[src/rtl/mole_spawner.sv]
// Spawn scheduler for the mole array: paces attempts by difficulty level, picks an
// empty hole from an LFSR-seeded scan and holds a one-hot start until a mole accepts.
module mole_spawner #(
  parameter int          NUM_MOLES     = 9,
  parameter int          BASE_INTERVAL = 12,
  parameter int          MAX_ACTIVE    = 3,
  parameter logic [15:0] LFSR_SEED     = 16'hACE1
) (
  input  logic                   animation_clk,
  input  logic                   rst,
  input  logic                   enable,
  input  logic                   pause,
  input  logic [1:0]             level,
  input  logic [2*NUM_MOLES-1:0] mole_state,
  output logic [NUM_MOLES-1:0]   start,
  output logic [7:0]             spawn_count,
  output logic                   busy
);

  localparam int          CNT_W     = $clog2(BASE_INTERVAL + 1);
  localparam logic [15:0] LFSR_MASK = 16'hB400;

  typedef enum logic [1:0] {IDLE, WAIT, PICK, ISSUE} state_t;

  state_t               state_q, state_d;
  logic [CNT_W-1:0]     cnt_q, cnt_d;
  logic [3:0]           cand_q, cand_d;
  logic [3:0]           scan_q, scan_d;
  logic [3:0]           tmo_q, tmo_d;
  logic [NUM_MOLES-1:0] start_q, start_d;
  logic [7:0]           spawn_q, spawn_d;
  logic [15:0]          lfsr_q;

  logic [CNT_W-1:0]     interval_m1;
  logic [3:0]           lfsr_cand;
  logic [1:0]           cand_state;
  logic [4:0]           active;

  function automatic logic [15:0] lfsr_next(input logic [15:0] v);
    logic [15:0] n;
    n = v[0] ? ((v >> 1) ^ LFSR_MASK) : (v >> 1);
    return (n == 16'h0000) ? LFSR_SEED : n;
  endfunction

  function automatic logic [7:0] sat_inc(input logic [7:0] v);
    return (v == 8'hFF) ? v : v + 8'd1;
  endfunction

  assign interval_m1 = CNT_W'(BASE_INTERVAL - 1) - CNT_W'({level, 1'b0});
  assign lfsr_cand   = ({1'b0, lfsr_q[3:0]} >= 5'(NUM_MOLES)) ?
                       4'(lfsr_q[3:0] - 4'(NUM_MOLES)) : lfsr_q[3:0];
  assign cand_state  = 2'(mole_state >> {cand_q, 1'b0});

  always_comb begin
    active = '0;
    for (int i = 0; i < NUM_MOLES; i++)
      active = active + {4'd0, |mole_state[2*i +: 2]};
  end

  always_comb begin
    state_d = state_q;
    cnt_d   = cnt_q;
    cand_d  = cand_q;
    scan_d  = scan_q;
    tmo_d   = tmo_q;
    start_d = start_q;
    spawn_d = spawn_q;
    if (!enable) begin
      state_d = IDLE;
      cnt_d   = '0;
      scan_d  = '0;
      tmo_d   = '0;
      start_d = '0;
    end else if (!pause) begin
      case (state_q)
        IDLE: begin
          state_d = WAIT;
          cnt_d   = '0;
        end
        WAIT: begin
          // >= so a level raised mid-wait past the new limit fires at once
          if (cnt_q >= interval_m1) begin
            cnt_d   = '0;
            state_d = PICK;
            cand_d  = lfsr_cand;
            scan_d  = '0;
          end else begin
            cnt_d = cnt_q + 1'b1;
          end
        end
        PICK: begin
          if (active >= 5'(MAX_ACTIVE)) begin
            state_d = WAIT;
          end else if (cand_state == 2'b00) begin
            state_d = ISSUE;
            tmo_d   = '0;
            start_d = {{(NUM_MOLES-1){1'b0}}, 1'b1} << cand_q;
          end else if (scan_q == 4'(NUM_MOLES - 2)) begin
            state_d = WAIT;
          end else begin
            cand_d = (cand_q == 4'(NUM_MOLES - 1)) ? 4'd0 : cand_q + 4'd1;
            scan_d = scan_q + 4'd1;
          end
        end
        ISSUE: begin
          // acceptance wins over a simultaneous timeout
          if (cand_state != 2'b00) begin
            start_d = '0;
            spawn_d = sat_inc(spawn_q);
            state_d = WAIT;
          end else if (tmo_q == 4'd15) begin
            start_d = '0;
            state_d = WAIT;
          end else begin
            tmo_d = tmo_q + 4'd1;
          end
        end
        default: state_d = IDLE;
      endcase
    end
  end

  always_ff @(posedge animation_clk or posedge rst) begin
    if (rst) begin
      state_q <= IDLE;
      cnt_q   <= '0;
      cand_q  <= '0;
      scan_q  <= '0;
      tmo_q   <= '0;
      start_q <= '0;
      spawn_q <= '0;
      lfsr_q  <= LFSR_SEED;
    end else begin
      state_q <= state_d;
      cnt_q   <= cnt_d;
      cand_q  <= cand_d;
      scan_q  <= scan_d;
      tmo_q   <= tmo_d;
      start_q <= start_d;
      spawn_q <= spawn_d;
      lfsr_q  <= lfsr_next(lfsr_q);
    end
  end

  assign start       = start_q;
  assign spawn_count = spawn_q;
  assign busy        = (state_q == PICK) || (state_q == ISSUE);

endmodule

[config.mk]
export PLATFORM = sky130hd
export DESIGN_NAME = mole_spawner
export DESIGN_NICKNAME = d
export VERILOG_FILES = /design/src/rtl/mole_spawner.sv
export SDC_FILE = /design/constraint.sdc
export NUM_CORES = 1
export LEC_CHECK = 0
export ABC_AREA = 1
export BUFFER_PORTS_ARGS = -buffer_cell sky130_fd_sc_hd__buf_2
export CORE_AREA = 2 2 74 76
export CTS_BUF_LIST = sky130_fd_sc_hd__clkbuf_8
export DETAILED_ROUTE_END_ITERATION = 10
export DIE_AREA = 0 0 76 78
export HOLD_SLACK_MARGIN = 0.08
export PLACE_DENSITY = 0.88
export SKIP_CTS_REPAIR_TIMING = 1
export SYNTH_ARGS = -nofsm -noshare
export SYNTH_HDL_FRONTEND = slang
export SYNTH_SLANG_ARGS = --single-unit
[constraint.sdc]
create_clock -name animation_clk -period 4.5 [get_ports animation_clk]
set_input_delay 0.45 -clock animation_clk [delete_from_list [all_inputs] [get_ports animation_clk]]
set_output_delay 0.45 -clock animation_clk [all_outputs]
set_load 0.05 [all_outputs]
# Word-level counts from Yosys, hierarchy flattened
# Cells that the tools add are included.
[totals] regBits=51 in_bits=24 elab_cells=120
[classes] add_sub_neg=15 order_cmp=3 n_eq_ne=24 shift=2 muxes=43 bitwise_logic=3 reduce_logical=22
[ops] cell="2-to-1 mux 4 bit" count=21
[ops] cell="2-to-1 mux 9 bit" count=6
[ops] cell="2-to-1 mux 16 bit" count=2
[ops] cell="one-hot mux 4 bit (2 select lines)" count=4
[ops] cell="!= test 3 bit, second input constant" count=7
[ops] cell="adder 5 x 1 -> 5 bit" count=4
[ops] cell="one-hot mux 9 bit (2 select lines)" count=1
[ops] cell="OR reduction 2 bit" count=9
[ops] cell="right shift 18 x 5 -> 2 bit" count=1
[ops] cell="adder 4 x 1 -> 4 bit, second input constant" count=4
[ops] cell="zero test 16 bit" count=1
[ops] cell="2-to-1 mux 2 bit" count=8
[ops] cell="AND reduction 6 bit" count=2
[ops] cell="!= test 2 bit, second input constant" count=5
[ops] cell="AND reduction 5 bit" count=2
[ops] cell="!= test 3 x 1 -> 1 bit, second input constant" count=3
[ops] cell="left shift 1 x 4 -> 9 bit, first input constant" count=1
[ops] cell="adder 8 x 1 -> 8 bit, second input constant" count=1
[ops] cell="equality test 4 bit, second input constant" count=2
[ops] cell="equality test 8 bit, second input constant" count=1
[ops] cell="one-hot mux 2 bit (4 select lines)" count=1
[ops] cell="AND reduction 7 bit" count=1
[ops] cell="adder 4 x 1 -> 5 bit" count=1
[ops] cell="greater-or-equal comparator 5 x 2 -> 1 bit, second input constant" count=1
[ops] cell="19 further kinds" count=23

# Depth between registers and ports, before layout
[depth] depth_word=14 mapped_depth=19 mapped_depth_nobuf=19

# Worst setup path after synthesis
# No wires, ideal clock.
[synth_timing] path_kind="in2reg" from="input port mole_state[0]" to="register start_q[0] (netlist: start[0])" setup_time_ns=0.119 t_arrival_ns=4.042 required_time_ns=4.381 path_slack_ns=0.339 path_stages=17 cell_sequence="nor2_1 -> inv_1 -> fa_1 -> inv_1 -> fa_1 -> fa_1 -> fa_1 -> fa_1 -> nor2_1 -> nor2_1 -> nand2_1 -> nand2_1 -> nand2_1 -> a21oi_4 -> nand2_4 -> nand2_1 -> nand2_1"
[synth_between] elab_chain_cells=12 word_cells_on_any_way=21
[synth_rtl] element="start, declared" line_no="14" rtl="input logic [2*NUM_MOLES-1:0] mole_state,"
[synth_rtl] element="OR reduction 2 bit" line_no="57" rtl="active = active + {4'd0, |mole_state[2*i +: 2]};"
[synth_rtl] element="adder 1 x 1 -> 2 bit" line_no="57"
[synth_rtl] element="adder 2 x 1 -> 3 bit" line_no="57"
[synth_rtl] element="adder 3 x 1 -> 4 bit" line_no="57"
[synth_rtl] element="adder 4 x 1 -> 5 bit" line_no="57"
[synth_rtl] element="adder 5 x 1 -> 5 bit (4 in a row)" line_no="57"
[synth_rtl] element="greater-or-equal comparator 5 x 2 -> 1 bit" line_no="92" rtl="if (active >= 5'(MAX_ACTIVE)) begin"
[synth_rtl] element="!= test 3 bit (no line)"
[synth_rtl] element="AND reduction 5 bit (no line)"
[synth_rtl] element="end signal, assigned" line_no="139" rtl="start_q <= start_d;"
[synth_rtl] element="end, declared" line_no="30" rtl="logic [NUM_MOLES-1:0] start_q, start_d;"
# Several ways; a longest one is shown, not always the timed one. The select of a mux whose other input is x is not followed.
# A chain may end at the register's enable or synchronous reset.

# Worst setup path after layout
[layout_timing] from="input port mole_state[0]" to="register start_q[3] (netlist: start[3])"
# The elaborated chain is that of the path after synthesis.

==> metrics.txt <==
Slew Limit Fails 0; routed vias 2793; die width 76 um; Worst Slack Setup Final 0.267 ns; H-tree depth 2; fraction of layout cells with a size suffix above 1 15.6%; nets 509; Worst Path Max Fanout 10; Wirelength per Cell 11.9 um; Hold Path Class input port to asynchronous set/reset pin; CTS max path bufs 2; IO Port Bufs 41; post-synthesis area per instance 7.66 um2; Final Instance Area 0.00359 mm2; Setup crit start mole_state[0]; VDD IR max 0.000244 V; unrepaired setup endpoints after global routing no; power density cells 406 mW/mm2; sequential-to-total area share from yosys stat 39.9%; Clk pin slew, worst setup/hold paths 0.10 ns; WS Path Type input port to flip-flop; first-pass GRT wire length 11400 um; min Tclk post-route 4.23 ns; die height 78 um; maxcap violations 0; FF-to-FF End tmo_q[1]; total power draw 1.46 mW; clock group share of total power 19.2%; Overall Global Routing Usage 23.1%; leakage 1.91 nW; initial antenna violation count 0; element type at the critical path end flip-flop; FF-to-FF Start state_q[1]; number of antenna diodes 0; most common cell after layout, fill and taps aside nand2_1; Final Setup Violations 0; CP Launch Type input port; number of global-route vias before repair 2760; Core ar. 0.00504 mm2; yosys warns 0; io pins 42; Gate power share 41.5%; Arrival @ worst endpoint 4.43 ns; Syn Inst Count 421; largest net degree at the start of global routing 52; Net Sw Power 0.655 mW; DR DRC count 0; DP HPWL 4840 um; Final Hold Viols 0; commonest cells after routing, fill and taps aside 103 x nand2_1, 61 x nor2_1, 55 x inv_1, 43 x dfrtp_1, 41 x buf_2; vias per inst 5.26; first-pass iteration count of the detailed router 5; Cell variety after synth 31; #FFs+latches synth 51; full die area 0.00593 mm2; outcome complete, no violations; Worst-Skew Late Latency 0.31 ns; Flop pwr share 39.3%; fmax 0.236 GHz; required time of the worst setup path 4.70 ns; hold slack 0.378 ns; placer congestion estimate 0.881; setup slack, reg-to-reg 2.36 ns; Synth Net Count 470; DP Area 0.00349 mm2; final worst path period share 94.1%; worst setup path end start[3]; total congestion overflow 0; Detailed Route Iter0 Violations 157; Root Buffer clkbuf_8; Num CTS Buffers 5; Initial Util 64.0%; Sw Share 45.0%; CTS sink count 51; final wirelength 6340 um; Reg2Reg Depth 9; CTS tree yes; mapped cell area 0.00323 mm2; num rows 26; total negative setup slack 0 ns; internal power consumption 0.802 mW; dpl ws -0.0453 ns; Worst Max-Slew Pin Slew 1.03 ns; clock skew 0.0119 ns; Area Overhead vs Synth 11.1%; relative slew slack 31.0%; Routed Antenna Nets 0
layer usage:
metal  share of wire (%)  track usage [%]  up-vias
met5                   0                0        -
met4                 1.9             7.45        0
met3                 4.2             3.60       14
met2                  50             41.8       68
met1                  44             28.3     1289
li1                    -                -     1422
flip-flops by register name (all words and copies together), names as in the netlist:
| signal | cells |
|---|---|
| lfsr_q | 16 |
| start | 9 |
| spawn_count | 8 |
| cand_q | 4 |
| cnt_q | 4 |
| scan_q | 4 |
| tmo_q | 4 |
| state_q | 2 |
Yosys cell counts (all sizes together):
cell / count / area (um2)
ha: 20 / 250
nor2: 63 / 246
dfstp: 8 / 210
clkbuf: 9 / 33.8
o211ai: 1 / 7.51
o21ai: 14 / 73.8
clkinv: 1 / 3.75
fa: 5 / 100
nor4: 4 / 25.0
a21oi: 7 / 46.3
nand4: 18 / 113
nand2: 107 / 417
nand3: 37 / 198
dfrtp: 43 / 1080
a21o: 1 / 7.51
inv: 58 / 218
buf: 2 / 10.0
nor3: 4 / 20.0
o21a: 1 / 7.51
o22ai: 2 / 12.5
xnor2: 8 / 70.1
a211oi: 1 / 20.0
xor2: 7 / 61.3
power groups by stage:
stage	sequential [mW]	combinational, mW	clock [mW]
after global placement	0.577	0.582	0
after CTS	0.572	0.605	0.287
after detailed placement	0.580	0.601	0
after global routing	0.582	0.673	0.310
after floorplan	0.647	0.394	0
final	0.573	0.605	0.279
worst min path at each step:
stage	to	slack (ns)	depth (start not counted)
4_1_cts	lfsr_q[3]	0.39	0
6_report	spawn_count[2]	0.38	2
3_3_place_gp	lfsr_q[8]	0.36	0
3_5_place_dp	lfsr_q[8]	0.37	0
5_1_grt	lfsr_q[3]	0.40	0
2_1_floorplan	lfsr_q[3]	0.43	1
critical path, stage by stage:
cell     delay (ns)
buf_2          0.10
nor2_1         0.13
inv_1          0.08
fa_1           0.54
inv_1          0.07
fa_1           0.57
fa_1           0.45
fa_1           0.48
fa_1           0.52
nor2_1         0.04
nor2_1         0.09
nand2_1        0.15
nand2_1        0.12
nand2_1        0.11
a21oi_4        0.28
nand2_4        0.13
nand2_1        0.07
nand2_1        0.05
cells by family (layout without fill, tap and decap cells):
| group | count (synthesis) | in the layout | share of synthesized area (%) |
|---|---|---|---|
| adder cells (fa/ha/maj) | 25 | 25 | 10.9 |
| AND/OR/NAND/NOR | 233 | 233 | 31.6 |
| buffers and inverters | 70 | 110 | 8.22 |
| flip-flops | 51 | 51 | 39.9 |
| AO/OA/AOI/OAI | 27 | 27 | 5.43 |
| XOR/XNOR | 15 | 15 | 4.07 |
through the flow:
stage               instances  util, %
finish                    531     71.1
global route              531     71.1
CTS                       531     71.1
detailed placement        523     69.2
global placement          523     69.2
floorplan                 421        -
area by class of cell:
cell class | instances | area, um2
Clock buffer | 5 | 68.8
Clock inverter | 3 | 26.3
Fill cell | 402 | 1460
Inverter | 59 | 221
Multi-Input combinational cell | 300 | 1680
Sequential cell | 51 | 1290
Tap cell | 70 | 87.6
Timing Repair Buffer | 43 | 220
(Power assumes the default switching activity.)
